## src/rtl/serial_add_sub.sv

```systemverilog
// Bit-serial adder/subtractor: one full-adder cell plus a carry flop,
// processing one operand bit per clock, LSB first, framed by start/busy/done.
module serial_add_sub #(
    parameter int WIDTH = 8,
    localparam int CNT_W = $clog2(WIDTH + 1)
) (
    input  logic             clk,
    input  logic             rst,
    input  logic             start,
    input  logic [WIDTH-1:0] a,
    input  logic [WIDTH-1:0] b,
    input  logic             c_in,
    input  logic             sub,
    output logic             busy,
    output logic             done,
    output logic [WIDTH-1:0] sum,
    output logic             c_out,
    output logic             overflow
);

    typedef enum logic [1:0] {
        IDLE,
        RUN,
        DONE
    } state_t;

    state_t           state_q;
    logic [WIDTH-1:0] a_q;
    logic [WIDTH-1:0] b_q;
    logic [WIDTH-1:1] res_q;
    logic [WIDTH-1:0] sum_q;
    logic [CNT_W-1:0] cnt_q;
    logic             carry_q;
    logic             busy_q;
    logic             done_q;
    logic             cout_q;
    logic             ovf_q;

    logic             bit_s;
    logic             carry_d;
    logic [WIDTH-1:0] res_d;
    logic             last_bit;

    always_comb begin
        bit_s    = a_q[0] ^ b_q[0] ^ carry_q;
        carry_d  = (a_q[0] & b_q[0]) | (carry_q & (a_q[0] ^ b_q[0]));
        res_d    = {bit_s, res_q};
        last_bit = (cnt_q == CNT_W'(WIDTH - 1));
    end

    always_ff @(posedge clk) begin
        if (rst) begin
            state_q <= IDLE;
            a_q     <= '0;
            b_q     <= '0;
            res_q   <= '0;
            sum_q   <= '0;
            cnt_q   <= '0;
            carry_q <= 1'b0;
            busy_q  <= 1'b0;
            done_q  <= 1'b0;
            cout_q  <= 1'b0;
            ovf_q   <= 1'b0;
        end else begin
            unique case (state_q)
                IDLE: begin
                    done_q <= 1'b0;
                    if (start) begin
                        // Subtraction is A + ~B + ~borrow_in.
                        a_q     <= a;
                        b_q     <= sub ? ~b : b;
                        carry_q <= c_in ^ sub;
                        cnt_q   <= '0;
                        busy_q  <= 1'b1;
                        state_q <= RUN;
                    end
                end
                RUN: begin
                    a_q     <= a_q >> 1;
                    b_q     <= b_q >> 1;
                    carry_q <= carry_d;
                    res_q   <= res_d[WIDTH-1:1];
                    cnt_q   <= cnt_q + CNT_W'(1);
                    if (last_bit) begin
                        // carry_q is the carry into the MSB here.
                        sum_q   <= res_d;
                        cout_q  <= carry_d;
                        ovf_q   <= carry_q ^ carry_d;
                        busy_q  <= 1'b0;
                        done_q  <= 1'b1;
                        state_q <= DONE;
                    end
                end
                DONE: begin
                    done_q  <= 1'b0;
                    state_q <= IDLE;
                end
                default: begin
                    busy_q  <= 1'b0;
                    done_q  <= 1'b0;
                    state_q <= IDLE;
                end
            endcase
        end
    end

    assign busy     = busy_q;
    assign done     = done_q;
    assign sum      = sum_q;
    assign c_out    = cout_q;
    assign overflow = ovf_q;

endmodule

```

## config.mk

```make
export PLATFORM = sky130hd
export DESIGN_NAME = serial_add_sub
export DESIGN_NICKNAME = d
export VERILOG_FILES = /design/src/rtl/serial_add_sub.sv
export SDC_FILE = /design/constraint.sdc
export NUM_CORES = 1
export LEC_CHECK = 0
export CAP_MARGIN = 25
export CORE_ASPECT_RATIO = 0.9
export CORE_MARGIN = 5
export CORE_UTILIZATION = 52
export DETAILED_ROUTE_END_ITERATION = 8
export DONT_BUFFER_PORTS = 1
export PLACE_DENSITY_LB_ADDON = 0.2
export SLEW_MARGIN = 20
export SYNTH_ARGS = -nofsm -noshare
export SYNTH_HDL_FRONTEND = slang
export SYNTH_SLANG_ARGS = --single-unit
```

## constraint.sdc

```tcl
create_clock -name clk -period 2.5 [get_ports clk]
set_clock_uncertainty 0.2 [all_clocks]
set_input_delay 0.125 -clock clk [delete_from_list [all_inputs] [get_ports clk]]
set_output_delay 0.125 -clock clk [all_outputs]
set_load 0.03 [all_outputs]
```

After elaboration in Yosys (flattened, before gate mapping):

Index checks and enable logic that the tools add are counted.

* bits in registers: 42
* bits of input ports: 21
* output and inout bits: 12

* add/subtract/negate cells: 1
* eq/ne operators: 5
* mux-type cells: 15
* bitwise gates (word level): 10
* reduce and logical (&&, ||, !) cells: 7

Operators with widths (number)
* $pmux W8 S2: 2
* $mux W8: 3
* $not A8 Y8: 1
* $pmux W4 S2: 1
* $reduce_and A2 Y1: 3
* $add A4 B1 Y4 const B: 1
* $eq A4 B3 Y1 const B: 1
* $mux W2: 2
* $mux W4: 1
* $ne A2 B2 Y1 const B: 2
* $pmux W2 S2: 1
* $xor A1 B1 Y1: 4
* $mux W1: 3
* $pmux W1 S3: 1
* $reduce_and A3 Y1: 1
* $and A1 B1 Y1: 2
* $eq A2 B1 Y1 const B: 1
* $eq A2 B2 Y1 const B: 1
* $logic_not A2 Y1: 1
* $not A1 Y1: 2
* $pmux W1 S2: 1
* $reduce_bool A2 Y1: 1
* $reduce_or A2 Y1: 1
* $or A1 B1 Y1: 1

Longest topological paths before layout:

* word-level depth: 4
* depth in mapped cells: 6
* gate-level depth less buffers: 4

Worst setup path after synthesis:

No wires, ideal clock.

* kind: reg-to-reg
* start point: register cnt_q[0]
* end point: register cout_q, in the netlist c_out
* data arrival time: 1.219 ns
* required time: 2.229 ns
* path slack: 1.010 ns
* stages on the path, launching flop included: 7
* path buffers: 2
* period minus slack after synthesis: 1.490 ns
* path through: dfxtp_1 -> ha_1 -> and3b_1 -> clkbuf_1 -> buf_2 -> nand3_1 -> a21oi_1

* word-level cells in the longest chain between the ends: 2

Ends and longest elaborated chain
* start, declared: RTL line 32 `logic [CNT_W-1:0] cnt_q;`
* start signal, assigned: RTL line 83 `cnt_q <= cnt_q + CNT_W'(1);`
* $eq A4 B3 Y1: RTL line 48 `last_bit = (cnt_q == CNT_W'(WIDTH - 1));`
* $reduce_and A2 Y1 (no line)
* end signal, assigned: RTL line 87 `cout_q <= carry_d;`
* end, declared: RTL line 36 `logic cout_q;`

Every way passes these cells.
A chain may end at the register's enable or synchronous reset.

Final worst setup path:

* start point: register state_q[0]
* end point: register sum_q[4], in the netlist sum[4]

* word-level cells in the longest chain between the ends: 2

Ends and longest elaborated chain
* start, declared: RTL line 27 `state_t state_q;`
* start signal, assigned: RTL line 53 `state_q <= IDLE;`
* start signal, assigned: RTL line 75 `state_q <= RUN;`
* start signal, assigned: RTL line 91 `state_q <= DONE;`
* $eq A2 B1 Y1: RTL line 65 `unique case (state_q)`
* $reduce_and A2 Y1 (no line)
* end signal, assigned: RTL line 86 `sum_q <= res_d;`
* end, declared: RTL line 31 `logic [WIDTH-1:0] sum_q;`

Every way passes these cells.

==> impl_metrics.env <==
export IMPL_finalCritPeriodShare_pct=91.98
export IMPL_cp_max_fo=28
export IMPL_io_buffer_count=0
export IMPL_ff_latch_area_um2=840.8
export IMPL_end_kind="flip-flop"
export IMPL_min_period_ns=2.300
export IMPL_synth_area_um2=1772
export IMPL_synthAdderAreaFrac_pct=1.836
export IMPL_critPathKind="flip-flop to flip-flop"
export IMPL_cts_setup_buffers=0
export IMPL_fillers=290
export IMPL_synth_area_leaders="dfxtp_1 (47%), a21oi_1 (7.1%), a22oi_1 (4.7%)"
export IMPL_tightest_slew_ns=0.6694
export IMPL_yosys_area_top_type="dfxtp_1"
export IMPL_coreArea_um2=3328
export IMPL_post_place_ws_ns=0.3897
export IMPL_grt_max_degree=36
export IMPL_dpl_cell_area_um2=1763
export IMPL_r2r_cells=5
export IMPL_finalPower_mw=1.300
export IMPL_synthSimpleGateAreaFrac_pct=15.68
export IMPL_drive_gt1_share_pct=9.390
export IMPL_worstPathArrival_ns=2.34
export IMPL_outcome="completed"
export IMPL_power_leakage_nw=0.7163
export IMPL_n_antenna_cell=0
export IMPL_ys_seq_area_share_pct=47.46
export IMPL_cts_tree="done"
export IMPL_dr_total_vias=1455
export IMPL_start_util_pct=53.23
export IMPL_async_flop_share_pct=0
export IMPL_drc=0
export IMPL_place_congestion=0.7509
export IMPL_synthMuxAreaShare_pct=0.5650
export IMPL_clkLatencyLatePin_ns=0.29
export IMPL_die_y_um=65.38
export IMPL_hpwl_um=2372
export IMPL_setup_worst_path_start_class="flip-flop"
export IMPL_synth_compound_area_share_pct=24.65
export IMPL_synth_edf_count=0
export IMPL_root_buffer="clkbuf_8"
export IMPL_routedWlPerCell_um=14.64
export IMPL_ys_types=33
export IMPL_drtIter0Drc=129
export IMPL_multi_input_area_um2=844.6
export IMPL_hold_viol=0
export IMPL_cts_buffers=5
export IMPL_cts_sinks=42
export IMPL_power_density_nw_per_um2=627.9
export IMPL_synth_most_common_cell="dfxtp_1"
export IMPL_routed_wl_um=3762
export IMPL_yosysWarnings=0
export IMPL_synthFlopType="dfxtp_1"
export IMPL_hold_path_class="input pin to flip-flop"
export IMPL_crit_required_ns=2.54
export IMPL_rsz0062_at_grt="false"
export IMPL_synth_top_family_by_area="compound AO/OA/AOI/OAI gates"
export IMPL_whs_ns=0.003506
export IMPL_synthToLayoutAreaGrowth_pct=16.88
export IMPL_rows=20
export IMPL_max_freq_mhz=434.9
export IMPL_synth_nets=222
export IMPL_drt_first_pass_iters=4
export IMPL_grt_pass1_vias=1415
export IMPL_die_x_um=71.53
export IMPL_ys_ff_latch=42
export IMPL_finalSetupViolCount=0
export IMPL_fin_nets=235
export IMPL_layout_setup_ws_ns=0.2004
export IMPL_grt_ovfl_total=0
export IMPL_finalInstanceArea_um2=2071
export IMPL_max_cap_violations=0
export IMPL_synthCells=199
export IMPL_clock_path_buffers=2
export IMPL_synthTopCellsByCount="dfxtp_1 (42), a21oi_1 (25), nand2_1 (19), nor2_1 (13)"
export IMPL_hold_depth=3
export IMPL_die_area_um2=4676
export IMPL_clk_pin_slew_worst_paths_ns=0.08
export IMPL_ir_drop_mv=0.4392
export IMPL_grt_pass1_wl_um=6541
export IMPL_htreeDepth=2
export IMPL_tns_ns=0
export IMPL_slew_viol_final=0
export IMPL_grt_total_usage_pct=17.43
export IMPL_synth_avg_cell_area_um2=8.903
export IMPL_max_slew_margin_rel_pct=55.31
export IMPL_grt_antenna_before_repair=0
export IMPL_synthXorXnorAreaFrac_pct=4.944
export IMPL_viasPerCell=5.661
export IMPL_synth_top_area_share_pct=47.46
export IMPL_boundaryPins=33
export IMPL_drtAntennaViolNets=0
-- registers in the layout (all words and copies together), names as in the netlist --
register,flops
b_q,8
cnt_q,4
a_q,8
state_q,2
done,1
c_out,1
carry_q,1
busy,1
sum,8
res_q,7
overflow,1
-- worst max-delay path, cell delays in order, from the launching register on --
cell and delay [ns]:
dfxtp_1 0.76, nor2b_1 0.21, buf_4 0.28, nand3_1 0.11, a21oi_1 0.14, dlygate4sd3_1 0.55
-- area by class of cell --
class,instances,area share (%)
inverter,2,0.3625
multi-input combinational,138,40.79
timing repair buffer,23,11.24
clock buffer,5,3.323
tap,44,2.659
sequential,42,40.60
clock inverter,3,1.027
-- logic make-up after synthesis --
logic type	after synthesis
compound gates	67
fa+ha+maj	2
xor+xnor	10
buf+inv	19
flops	42
simple gates	58
mux	1
-- worst paths after layout --
check                  start  endpoint  slack, ns
hold reg to reg     res_q[1]  res_q[1]       0.26
setup reg to reg  state_q[0]    sum[4]       0.20
hold / removal          a[0]    a_q[0]      0.004
setup / recovery  state_q[0]    sum[4]       0.20
-- per-stage QoR --
stage	instances	utilization, %
finish	257	62.22
floorplan	199	-
global placement	228	52.97
global route	257	62.22
detailed placement	228	52.97
CTS	255	61.69
-- cells in the final DEF (no fill, tap or decap), types with 2 or more instances in the layout --
cell | netlist | layout
nor2_1 | 13 | 13
nand2_1 | 19 | 19
o221a_2 | 7 | 7
o22ai_1 | 8 | 8
nor2b_1 | 7 | 7
a22oi_1 | 11 | 11
nor3_1 | 2 | 2
o21ai_0 | 10 | 10
dfxtp_1 | 42 | 42
buf_4 | 1 | 3
dlygate4sd3_1 | 0 | 19
a21oi_1 | 25 | 25
nand3_1 | 11 | 11
clkbuf_8 | 0 | 5
xnor2_1 | 9 | 9
-- routing by layer --
metal / track usage, % / share of wire (%) / vias up
met5: 0 / 0 / -
met3: 4.587 / 4.8 / 10
met4: 6.808 / 2.3 / 0
met1: 21.75 / 44 / 670
met2: 28.67 / 49 / 37
li1: - / - / 738
-- power by group --
part	switching [mW]	internal, mW
Sequential	0.0257	0.697
Clock	0.230	0.196
Combinational	0.0741	0.0777
-- timing repair --
item                      in CTS  in global routing
resized for setup              0                  0
hold endpoints to repair      42                  1
hold buffers                  19                  1
(Power assumes the default switching activity.)
